**src/rtl/exec_pkg.sv**
```systemverilog
// exec_pkg: shared encodings for the decode/execute core.
// Opcode and condition enums, instruction class codes, ALUCtl_code bit
// positions, NZCV flag indices and the condition-evaluation helper.
package exec_pkg;

    // Data-processing opcodes, instr[24:21]
    typedef enum logic [3:0] {
        OP_AND = 4'h0, OP_EOR = 4'h1, OP_SUB = 4'h2, OP_RSB = 4'h3,
        OP_ADD = 4'h4, OP_ADC = 4'h5, OP_SBC = 4'h6, OP_RSC = 4'h7,
        OP_TST = 4'h8, OP_TEQ = 4'h9, OP_CMP = 4'hA, OP_CMN = 4'hB,
        OP_ORR = 4'hC, OP_MOV = 4'hD, OP_BIC = 4'hE, OP_MVN = 4'hF
    } opcode_e;

    // Instruction class as reported in ALUCtl_code[5:4]
    typedef enum logic [1:0] {
        CLS_DP  = 2'b00,
        CLS_DT  = 2'b01,
        CLS_BR  = 2'b10,
        CLS_UND = 2'b11
    } iclass_e;

    // Condition field, instr[31:28]
    typedef enum logic [3:0] {
        CC_EQ = 4'h0, CC_NE = 4'h1, CC_CS = 4'h2, CC_CC = 4'h3,
        CC_MI = 4'h4, CC_PL = 4'h5, CC_VS = 4'h6, CC_VC = 4'h7,
        CC_HI = 4'h8, CC_LS = 4'h9, CC_GE = 4'hA, CC_LT = 4'hB,
        CC_GT = 4'hC, CC_LE = 4'hD, CC_AL = 4'hE, CC_NV = 4'hF
    } cond_e;

    // ALUCtl_code bit positions
    localparam int CTL_OPC_LSB = 0;
    localparam int CTL_CLS_LSB = 4;
    localparam int CTL_IMM     = 6;
    localparam int CTL_SET     = 7;
    localparam int CTL_LINK    = 8;
    localparam int CTL_LOAD    = 9;
    localparam int CTL_EXEC    = 10;

    // Index of each flag inside the 4-bit NZCV vector
    localparam int FLG_N = 3;
    localparam int FLG_Z = 2;
    localparam int FLG_C = 1;
    localparam int FLG_V = 0;

    // True when the condition holds for the given NZCV; NV never executes
    function automatic logic cond_pass(input logic [3:0] cond, input logic [3:0] nzcv);
        logic n, z, c, v, p;
        n = nzcv[FLG_N];
        z = nzcv[FLG_Z];
        c = nzcv[FLG_C];
        v = nzcv[FLG_V];
        case (cond_e'(cond))
            CC_EQ:   p = z;
            CC_NE:   p = !z;
            CC_CS:   p = c;
            CC_CC:   p = !c;
            CC_MI:   p = n;
            CC_PL:   p = !n;
            CC_VS:   p = v;
            CC_VC:   p = !v;
            CC_HI:   p = c && !z;
            CC_LS:   p = !c || z;
            CC_GE:   p = (n == v);
            CC_LT:   p = (n != v);
            CC_GT:   p = !z && (n == v);
            CC_LE:   p = z || (n != v);
            CC_AL:   p = 1'b1;
            default: p = 1'b0;
        endcase
        return p;
    endfunction

endpackage

```
**src/rtl/exec_alu.sv**
```systemverilog
// exec_alu: combinational operand2 shifter, 16-op data-processing ALU and
// NZCV generation. Computes B op Operand2; logical ops pass C and V through.
module exec_alu
    import exec_pkg::*;
(
    input  logic [3:0]  i_opcode,
    input  logic        i_imm_en,
    input  logic [11:0] i_op2_field,
    input  logic [31:0] i_a,
    input  logic [31:0] i_b,
    input  logic        i_c,
    input  logic        i_v,
    output logic [31:0] o_result,
    output logic [3:0]  o_nzcv
);

    logic [31:0] w_imm32;
    logic [4:0]  w_rot_amt;
    logic [63:0] w_imm_rr;
    logic [4:0]  w_sh_amt;
    logic [63:0] w_a_rr;
    logic [31:0] w_shifted;
    logic [31:0] w_op2;

    logic        w_logic_op;
    logic [31:0] w_logic_res;
    logic [31:0] w_x;
    logic [31:0] w_y;
    logic        w_inv;
    logic        w_cin;
    logic [31:0] w_yy;
    logic [32:0] w_sum;
    logic        w_ovf;

    // Rotations are done by shifting a doubled copy of the value; amount 0
    // naturally yields the value unchanged.
    assign w_imm32   = {24'd0, i_op2_field[7:0]};
    assign w_rot_amt = {i_op2_field[11:8], 1'b0};
    assign w_imm_rr  = {w_imm32, w_imm32} >> w_rot_amt;
    assign w_sh_amt  = i_op2_field[11:7];
    assign w_a_rr    = {i_a, i_a} >> w_sh_amt;

    // Register-operand shifter; instr[4] is not decoded, so only immediate
    // shift amounts exist and an amount of 0 leaves A untouched.
    always_comb begin
        case (i_op2_field[6:5])
            2'b00:   w_shifted = i_a << w_sh_amt;
            2'b01:   w_shifted = i_a >> w_sh_amt;
            2'b10:   w_shifted = $signed(i_a) >>> w_sh_amt;
            default: w_shifted = w_a_rr[31:0];
        endcase
    end

    assign w_op2 = i_imm_en ? w_imm_rr[31:0] : w_shifted;

    // Opcode decode: pick logic result or adder operands (x + ~y + cin for
    // subtracts so the carry-out is the ARM not-borrow).
    always_comb begin
        w_logic_op  = 1'b0;
        w_logic_res = 32'd0;
        w_x         = i_b;
        w_y         = w_op2;
        w_inv       = 1'b0;
        w_cin       = 1'b0;
        case (opcode_e'(i_opcode))
            OP_AND, OP_TST: begin w_logic_op = 1'b1; w_logic_res = i_b & w_op2;  end
            OP_EOR, OP_TEQ: begin w_logic_op = 1'b1; w_logic_res = i_b ^ w_op2;  end
            OP_ORR:         begin w_logic_op = 1'b1; w_logic_res = i_b | w_op2;  end
            OP_MOV:         begin w_logic_op = 1'b1; w_logic_res = w_op2;        end
            OP_BIC:         begin w_logic_op = 1'b1; w_logic_res = i_b & ~w_op2; end
            OP_MVN:         begin w_logic_op = 1'b1; w_logic_res = ~w_op2;       end
            OP_SUB, OP_CMP: begin w_inv = 1'b1; w_cin = 1'b1; end
            OP_RSB:         begin w_x = w_op2; w_y = i_b; w_inv = 1'b1; w_cin = 1'b1; end
            OP_ADD, OP_CMN: begin w_cin = 1'b0; end
            OP_ADC:         begin w_cin = i_c; end
            OP_SBC:         begin w_inv = 1'b1; w_cin = i_c; end
            OP_RSC:         begin w_x = w_op2; w_y = i_b; w_inv = 1'b1; w_cin = i_c; end
            default:        begin w_cin = 1'b0; end
        endcase
    end

    assign w_yy  = w_inv ? ~w_y : w_y;
    assign w_sum = {1'b0, w_x} + {1'b0, w_yy} + {32'd0, w_cin};
    // Signed overflow: both adder inputs agree in sign but the sum does not
    assign w_ovf = (w_x[31] == w_yy[31]) && (w_sum[31] != w_x[31]);

    // Final result and flag vector
    always_comb begin
        o_result       = w_logic_op ? w_logic_res : w_sum[31:0];
        o_nzcv[FLG_N]  = o_result[31];
        o_nzcv[FLG_Z]  = (o_result == 32'd0);
        o_nzcv[FLG_C]  = w_logic_op ? i_c : w_sum[32];
        o_nzcv[FLG_V]  = w_logic_op ? i_v : w_ovf;
    end

endmodule

```
**src/rtl/exec_decode_core.sv**
```systemverilog
// exec_decode_core: instruction register, field split, condition check,
// ALU/address/branch-target result, NZCV register and next-PC/link values.
// Optional feature macro: EXEC_BL_LINK_EN (branch-with-link support). When
// undefined, BL executes as a plain B and link_we stays 0.
module exec_decode_core
    import exec_pkg::*;
#(
    parameter logic [31:0] PC_STEP        = 32'd4,
    parameter logic [31:0] PC_PIPE_OFFSET = 32'd8
)
(
    input  logic        clk,
    input  logic        nreset,
    input  logic        enable,
    input  logic        commit,
    input  logic [31:0] instruction_set,
    input  logic [31:0] pc,
    input  logic [31:0] A,
    input  logic [31:0] B,
    output logic [3:0]  rm,
    output logic [3:0]  rn,
    output logic [3:0]  rd,
    output logic [7:0]  shift,
    output logic [3:0]  rotate,
    output logic [7:0]  immediateValue,
    output logic [3:0]  cond_field,
    output logic [11:0] dt_address,
    output logic [23:0] br_address,
    output logic [10:0] ALUCtl_code,
    output logic        execute_flag,
    output logic        cpsr_enable,
    output logic [31:0] cpsr,
    output logic [31:0] ALUOut,
    output logic [31:0] program_counter_next,
    output logic [31:0] next_r14,
    output logic        link_we
);

    logic [31:0] r_instr;
    logic [3:0]  r_nzcv;

    iclass_e     w_class;
    logic [3:0]  w_opcode;
    logic        w_imm_en;
    logic        w_set;
    logic        w_load;
    logic        w_link;
    logic        w_is_cmp;
    logic        w_is_br;
    logic [31:0] w_alu_res;
    logic [3:0]  w_alu_nzcv;
    logic [31:0] w_br_off;
    logic [31:0] w_br_target;
    logic [31:0] w_seq_pc;
    logic [31:0] w_dt_off;

    // Instruction register: load the fetched word when the sequencer enables it
    always_ff @(posedge clk or posedge nreset) begin
        if (nreset)
            r_instr <= 32'd0;
        else if (enable)
            r_instr <= instruction_set;
    end

    // NZCV: written only on a commit strobe of a flag-setting instruction;
    // uses the pre-edge instruction even when enable loads a new one
    always_ff @(posedge clk or posedge nreset) begin
        if (nreset)
            r_nzcv <= 4'd0;
        else if (commit && cpsr_enable)
            r_nzcv <= w_alu_nzcv;
    end

    // Raw field split
    assign rm             = r_instr[3:0];
    assign rn             = r_instr[19:16];
    assign rd             = r_instr[15:12];
    assign shift          = r_instr[11:4];
    assign rotate         = r_instr[11:8];
    assign immediateValue = r_instr[7:0];
    assign cond_field     = r_instr[31:28];
    assign dt_address     = r_instr[11:0];
    assign br_address     = r_instr[23:0];

    assign w_opcode = r_instr[24:21];
    assign w_imm_en = r_instr[25];
    assign w_set    = r_instr[20];
    assign w_load   = r_instr[20];

`ifdef EXEC_BL_LINK_EN
    assign w_link = r_instr[24];
`else
    assign w_link = 1'b0;
`endif

    // Class decode; 10 without bit 25 and 11 are both undefined
    always_comb begin
        case (r_instr[27:26])
            2'b00:   w_class = CLS_DP;
            2'b01:   w_class = CLS_DT;
            2'b10:   w_class = r_instr[25] ? CLS_BR : CLS_UND;
            default: w_class = CLS_UND;
        endcase
    end

    // Undefined instructions never execute regardless of condition
    assign execute_flag = cond_pass(r_instr[31:28], r_nzcv) && (w_class != CLS_UND);

    // TST/TEQ/CMP/CMN always write flags even with S clear
    assign w_is_cmp    = (w_opcode[3:2] == 2'b10);
    assign cpsr_enable = (w_class == CLS_DP) && (w_set || w_is_cmp) && execute_flag;

    assign ALUCtl_code = {execute_flag, w_load, w_link, w_set, w_imm_en, w_class, w_opcode};

    exec_alu u_alu (
        .i_opcode    (w_opcode),
        .i_imm_en    (w_imm_en),
        .i_op2_field (r_instr[11:0]),
        .i_a         (A),
        .i_b         (B),
        .i_c         (r_nzcv[FLG_C]),
        .i_v         (r_nzcv[FLG_V]),
        .o_result    (w_alu_res),
        .o_nzcv      (w_alu_nzcv)
    );

    // Branch target: pipeline offset plus word-scaled signed 24-bit offset
    assign w_br_off    = {{6{r_instr[23]}}, r_instr[23:0], 2'b00};
    assign w_br_target = pc + PC_PIPE_OFFSET + w_br_off;
    assign w_seq_pc    = pc + PC_STEP;
    assign w_dt_off    = {20'd0, r_instr[11:0]};
    assign w_is_br     = (w_class == CLS_BR);

    // Result mux by class: DP result, load/store address, or branch target
    always_comb begin
        case (w_class)
            CLS_DP:  ALUOut = w_alu_res;
            CLS_DT:  ALUOut = r_instr[23] ? (B + w_dt_off) : (B - w_dt_off);
            CLS_BR:  ALUOut = w_br_target;
            default: ALUOut = 32'd0;
        endcase
    end

    assign program_counter_next = (w_is_br && execute_flag) ? w_br_target : w_seq_pc;
    assign next_r14             = w_seq_pc;
    assign link_we              = w_is_br && w_link && execute_flag;
    assign cpsr                 = {r_nzcv, 28'd0};

endmodule

```
**config.mk**
```make
export PLATFORM = sky130hd
export DESIGN_NAME = exec_decode_core
export DESIGN_NICKNAME = d
export VERILOG_FILES = /design/src/rtl/exec_pkg.sv /design/src/rtl/exec_alu.sv /design/src/rtl/exec_decode_core.sv
export SDC_FILE = /design/constraint.sdc
export NUM_CORES = 1
export LEC_CHECK = 0
export CELL_PAD_IN_SITES_DETAIL_PLACEMENT = 2
export CELL_PAD_IN_SITES_GLOBAL_PLACEMENT = 2
export CORE_AREA = 2 2 291 207
export CTS_BUF_LIST = sky130_fd_sc_hd__clkbuf_2 sky130_fd_sc_hd__clkbuf_4 sky130_fd_sc_hd__clkbuf_8
export DETAILED_ROUTE_END_ITERATION = 10
export DIE_AREA = 0 0 293 209
export GPL_ROUTABILITY_DRIVEN = 1
export GPL_TIMING_DRIVEN = 1
export HOLD_SLACK_MARGIN = 0.08
export PLACE_DENSITY = 0.94
export SYNTH_ARGS = -nofsm -noshare
export SYNTH_HDL_FRONTEND = slang
export SYNTH_SLANG_ARGS = --single-unit
```
**constraint.sdc**
```tcl
create_clock -name clk -period 19.7 [get_ports clk]
set_clock_uncertainty 0.15 [all_clocks]
set_input_delay 4.925 -clock clk [delete_from_list [all_inputs] [get_ports clk]]
set_output_delay 4.925 -clock clk [all_outputs]
set_load 0.05 [all_outputs]
```
==> flow_summary.html <==
<table>
<tr><th>Metric</th><th>Value</th></tr>
<tr><th colspan="2">Global routing</th></tr>
<tr><td>Total gr overflow</td><td>0</td></tr>
<tr><td>Maximum number of pins on one net before global-route repair</td><td>154</td></tr>
<tr><td>Global Route Usage Sum</td><td>0.4046</td></tr>
<tr><td>Global-route wire length before repair</td><td>183500 um</td></tr>
<tr><td>Vias in the first global route</td><td>25250</td></tr>
<tr><td>Initial antenna violation count</td><td>7</td></tr>
<tr><th colspan="2">CTS</th></tr>
<tr><td>Number of post-CTS setup repair buffers</td><td>0</td></tr>
<tr><td># clock sinks</td><td>36</td></tr>
<tr><td>Hold-fix buffers, CTS</td><td>0</td></tr>
<tr><td>TritonCTS clock tree</td><td>built</td></tr>
<tr><td>Number of instances resized during post-cts repair</td><td>0</td></tr>
<tr><td>Root Buffer</td><td>sky130_fd_sc_hd__clkbuf_8</td></tr>
<tr><td>CTS buffer count</td><td>5</td></tr>
<tr><td>Clock latency on the worst-skew pair</td><td>0.36 ns</td></tr>
<tr><td>Total number of H-tree levels</td><td>2</td></tr>
<tr><td>Worst-path clk slew</td><td>0.10 ns</td></tr>
<tr><td>Clock buffer depth</td><td>2</td></tr>
<tr><th colspan="2">Cells and area</th></tr>
<tr><td>Final Net Count</td><td>3050</td></tr>
<tr><td>Area delta synth-&gt;final</td><td>14.39%</td></tr>
<tr><td>Fraction of final layout cells sized beyond drive strength 1</td><td>0.09779</td></tr>
<tr><td>Fin util</td><td>0.3824</td></tr>
<tr><td>Final design area excluding fillers</td><td>0.02250 mm2</td></tr>
<tr><td>Fill count</td><td>6839</td></tr>
<tr><th colspan="2">Worst setup path</th></tr>
<tr><td>Data required, critical path</td><td>14.63 ns</td></tr>
<tr><td>Worst stage delay on the critical path</td><td>1.12 ns</td></tr>
<tr><td>Worst setup SP type</td><td>input pin</td></tr>
<tr><td>Critical path fanouts, max</td><td>16</td></tr>
<tr><td>Depth of the most critical reg-to-reg path</td><td>22</td></tr>
<tr><td>Logic depth of the worst path, buffers included</td><td>23</td></tr>
<tr><td>Count of buffering cells on the critical path with inverters included</td><td>2</td></tr>
<tr><td>Critical Path Sink Type</td><td>output pin</td></tr>
<tr><td>Most common cell type on the critical path</td><td>sky130_fd_sc_hd__a21o_1</td></tr>
<tr><td>Start-to-end type of the worst setup path</td><td>input pin to output pin</td></tr>
<tr><td>Worst path cell trace</td><td>clkdlybuf4s50_1 &gt; mux4_2 &gt; mux2_2 &gt; a222oi_1 &gt; nor2_1 &gt; or4_1 &gt; and3_1 &gt; a22oi_1 &gt; a21oi_1 &gt; xnor2_1 &gt; ha_1 &gt; a21o_1 &gt; a21o_1 &gt; a21oi_1 &gt; o21ai_0 &gt; a31oi_1 &gt; o21ai_0 &gt; a21o_1 &gt; mux2i_1 &gt; a211oi_1 &gt; o221ai_1 &gt; o211ai_1 &gt; clkdlybuf4s50_1</td></tr>
<tr><td>Kind of cell adding the most delay to the critical path</td><td>compound AO/OA/AOI/OAI gates</td></tr>
<tr><td>Cell at the slowest stage of the critical path</td><td>sky130_fd_sc_hd__a222oi_1</td></tr>
<tr><td>Worst reg-to-reg setup slack</td><td>11.04 ns</td></tr>
<tr><td>CP Data Arrival Time</td><td>13.21 ns</td></tr>
<tr><th colspan="2">Synthesis</th></tr>
<tr><td>Total standard cell area after synthesis</td><td>0.01967 mm2</td></tr>
<tr><td>Count of warnings emitted by yosys</td><td>0</td></tr>
<tr><td>Fraction of the mapped netlist area in simple logic gates</td><td>0.1728</td></tr>
<tr><td>Post-Synthesis Mean Instance Area</td><td>7.304 um2</td></tr>
<tr><td>Share of synthesized area occupied by flip-flops and latches</td><td>0.04580</td></tr>
<tr><td>EDFF count, synth</td><td>0</td></tr>
<tr><td>Flop and latch count out of synthesis</td><td>36</td></tr>
<tr><td>Share of synthesized registers carrying an async set or reset</td><td>1.000</td></tr>
<tr><td>Dominant synthesized flop cell</td><td>sky130_fd_sc_hd__dfrtp_1</td></tr>
<tr><td>Largest family of logic cells by synthesized area</td><td>compound AO/OA/AOI/OAI gates</td></tr>
<tr><td>Top cell types by occurrence after synthesis</td><td>sky130_fd_sc_hd__a21oi_1 (248), sky130_fd_sc_hd__nand2_1 (234), sky130_fd_sc_hd__nor2_1 (216), sky130_fd_sc_hd__o21ai_0 (198), sky130_fd_sc_hd__ha_1 (154)</td></tr>
<tr><td>Synthesized-area fraction occupied by xor and xnor cells</td><td>0.06902</td></tr>
<tr><td>Number of library cell types mapped by synthesis</td><td>97</td></tr>
<tr><td>Library cell with the largest summed area after synthesis</td><td>sky130_fd_sc_hd__ha_1</td></tr>
<tr><td>Post-synthesis instance total</td><td>2693</td></tr>
<tr><td>Fraction of synthesized area in multiplexers</td><td>0.1951</td></tr>
<tr><td>Fraction of the mapped netlist area in compound gates</td><td>0.3002</td></tr>
<tr><td>Area contributors post-synth</td><td>sky130_fd_sc_hd__ha_1 (9.8%), sky130_fd_sc_hd__mux4_2 (8.6%), sky130_fd_sc_hd__a21oi_1 (6.3%)</td></tr>
<tr><td>Area share of fa/ha/maj cells after synthesis</td><td>0.1020</td></tr>
<tr><td>Fraction of post-synthesis cell area in the top cell type by area</td><td>0.09796</td></tr>
<tr><td>Cell with the most instances after synthesis</td><td>sky130_fd_sc_hd__a21oi_1</td></tr>
<tr><th colspan="2">Floorplanning</th></tr>
<tr><td>Die W</td><td>293 um</td></tr>
<tr><td>Count of pins on the block boundary</td><td>346</td></tr>
<tr><td>Core region area</td><td>0.05884 mm2</td></tr>
<tr><td>Y dimension of the die</td><td>209 um</td></tr>
<tr><td>Starting density of the core</td><td>0.3343</td></tr>
<tr><td>Row count</td><td>75</td></tr>
<tr><td>Area enclosed by the die boundary</td><td>0.06124 mm2</td></tr>
<tr><th colspan="2">STA</th></tr>
<tr><td>Final-layout worst hold slack</td><td>0.4455 ns</td></tr>
<tr><td># setup viols final</td><td>0</td></tr>
<tr><td>Max Transition Viols Final</td><td>2</td></tr>
<tr><td>Setup repair after global routing missed its margin</td><td>false</td></tr>
<tr><td>Peak clock frequency supported by timing</td><td>54.68 MHz</td></tr>
<tr><td>Worst max-slew margin expressed relative to the limit</td><td>-0.04604</td></tr>
<tr><td>Hold violation count in the final report</td><td>0</td></tr>
<tr><td>Accumulated negative setup slack</td><td>0 ns</td></tr>
<tr><td>Final setup margin</td><td>1.411 ns</td></tr>
<tr><td>Least-Margin Pin Slew</td><td>1.553 ns</td></tr>
<tr><td>Final Critical Period</td><td>18.29 ns</td></tr>
<tr><td>Final period util</td><td>0.9284</td></tr>
<tr><th colspan="2">Detailed routing</th></tr>
<tr><td>Number of search-and-repair iterations in the first detailed-routing pass</td><td>6</td></tr>
<tr><td>DRT iter0 DRCs</td><td>3285</td></tr>
<tr><td>Routed Antenna Nets</td><td>0</td></tr>
<tr><td>DRC errors left</td><td>0</td></tr>
<tr><td>Total number of vias</td><td>24620</td></tr>
<tr><td>Total wire length after detailed routing</td><td>128300 um</td></tr>
<tr><td>Vias per Instance</td><td>6.970</td></tr>
<tr><td>Wire length per cell</td><td>36.33 um</td></tr>
<tr><th colspan="2">Job</th></tr>
<tr><td>Number of max-cap violations</td><td>1</td></tr>
<tr><th colspan="2">Power</th></tr>
<tr><td>Power Density</td><td>86.32 mW/mm2</td></tr>
<tr><td>Combinational fraction of design power</td><td>0.908</td></tr>
<tr><td>Internal power contribution</td><td>0.6736 mW</td></tr>
<tr><td>Part of the total power dissipated in the clock network</td><td>0.034</td></tr>
<tr><td>Maximum ir drop on the vdd rail</td><td>47.32 uV</td></tr>
<tr><td>Switching component of the power</td><td>1.269 mW</td></tr>
<tr><td>Static leakage power</td><td>8.911 nW</td></tr>
<tr><td>Net switching fraction of the power</td><td>0.6532</td></tr>
<tr><td>Part of the total power dissipated in sequential elements</td><td>0.057</td></tr>
<tr><th colspan="2">Outcome</th></tr>
<tr><td>Violations in the final reports</td><td>max-capacitance violations, max-slew violations</td></tr>
<tr><td>Run status</td><td>finished, violations left</td></tr>
<tr><th colspan="2">Hold path</th></tr>
<tr><td>Hold Path Cell Cnt</td><td>1</td></tr>
<tr><td>Hold Path Class</td><td>flip-flop to flip-flop</td></tr>
<tr><th colspan="2">Placement</th></tr>
<tr><td>Setup WS pre-CTS</td><td>1.691 ns</td></tr>
<tr><td>DP HPWL</td><td>101700 um</td></tr>
<tr><td>Post-detailed-placement cell area</td><td>0.02241 mm2</td></tr>
<tr><td>Buffers added on ports</td><td>315</td></tr>
<tr><td>Routability congestion estimate</td><td>1.060</td></tr>
</table>
==> metrics by stage <==
| stage | power [mW] | std cells |
|---|---|---|
| floorplan | 1.191 | 2722 |
| global placement | 1.715 | 3523 |
| detailed placement | 1.788 | 3523 |
| CTS | 1.867 | 3531 |
| global route | 1.998 | 3531 |
| finish | 1.942 | 3532 |
==> area by class of cell <==
class / instances / area (um2) / area share
Antenna cell: 1 / 2.502 / 0.0001112
Clock buffer: 5 / 68.82 / 0.003058
Clock inverter: 3 / 18.77 / 0.0008341
Inverter: 93 / 349.1 / 0.01551
Multi-Input combinational cell: 2261 / 16660 / 0.7403
Sequential cell: 36 / 919.6 / 0.04087
Tap cell: 770 / 963.4 / 0.04282
Timing Repair Buffer: 363 / 3521 / 0.1565
==> state kept, by name, indices dropped and copies added (netlist names) <==
| signal | cells |
|---|---|
| r_instr | 32 |
| r_nzcv | 4 |
==> cells by family (layout without fill, tap and decap cells) <==
kind of cell	after synthesis	after routing
other	1	31
flip-flops	36	36
AND/OR/NAND/NOR	738	738
multiplexers	276	276
XOR/XNOR	155	155
buffers and inverters	425	464
AO/OA/AOI/OAI	904	904
adder cells (fa/ha/maj)	158	158
==> routing by layer <==
metal  vias to the layer above  part of all wire  GRT usage
met4                        12             0.031     0.1105
met1                     12710              0.42     0.5520
met5                         -           0.00058          0
li1                      10030                 -          -
met2                      1605              0.41     0.5848
met3                       263              0.14     0.1621
==> power groups by stage <==
stage / logic (mW) / registers (mW) / clock network, mW
final: 1.76 / 0.111 / 0.0670
after CTS: 1.69 / 0.110 / 0.0685
after global placement: 1.61 / 0.109 / 0
after detailed placement: 1.68 / 0.111 / 0
after global routing: 1.82 / 0.112 / 0.0693
after floorplan: 1.09 / 0.0989 / 0
==> worst paths after layout <==
path,startpoint,endpoint
max,A[11],ALUOut[31]
min,r_instr[19]$_DFFE_PP0P_,r_instr[19]$_DFFE_PP0P_
max reg2reg,r_instr[9]$_DFFE_PP0P_,r_nzcv[2]$_DFFE_PP0P_
min reg2reg,r_instr[19]$_DFFE_PP0P_,r_instr[19]$_DFFE_PP0P_
max in group asynchronous,nreset,r_instr[7]$_DFFE_PP0P_
min in group asynchronous,nreset,r_instr[20]$_DFFE_PP0P_
==> placed cells by master (no fill, tap or decap), types with 53 or more instances in the layout <==
master and instances:
sky130_fd_sc_hd__clkdlybuf4s50_1 314, sky130_fd_sc_hd__a21oi_1 247, sky130_fd_sc_hd__nand2_1 233, sky130_fd_sc_hd__nor2_1 214, sky130_fd_sc_hd__o21ai_0 197, sky130_fd_sc_hd__ha_1 154
sky130_fd_sc_hd__mux2i_1 116, sky130_fd_sc_hd__xnor2_1 102, sky130_fd_sc_hd__inv_1 87, sky130_fd_sc_hd__mux2_2 80, sky130_fd_sc_hd__mux4_2 75, sky130_fd_sc_hd__nand3_1 59
sky130_fd_sc_hd__xor2_1 53
(Power assumes the default switching activity.)
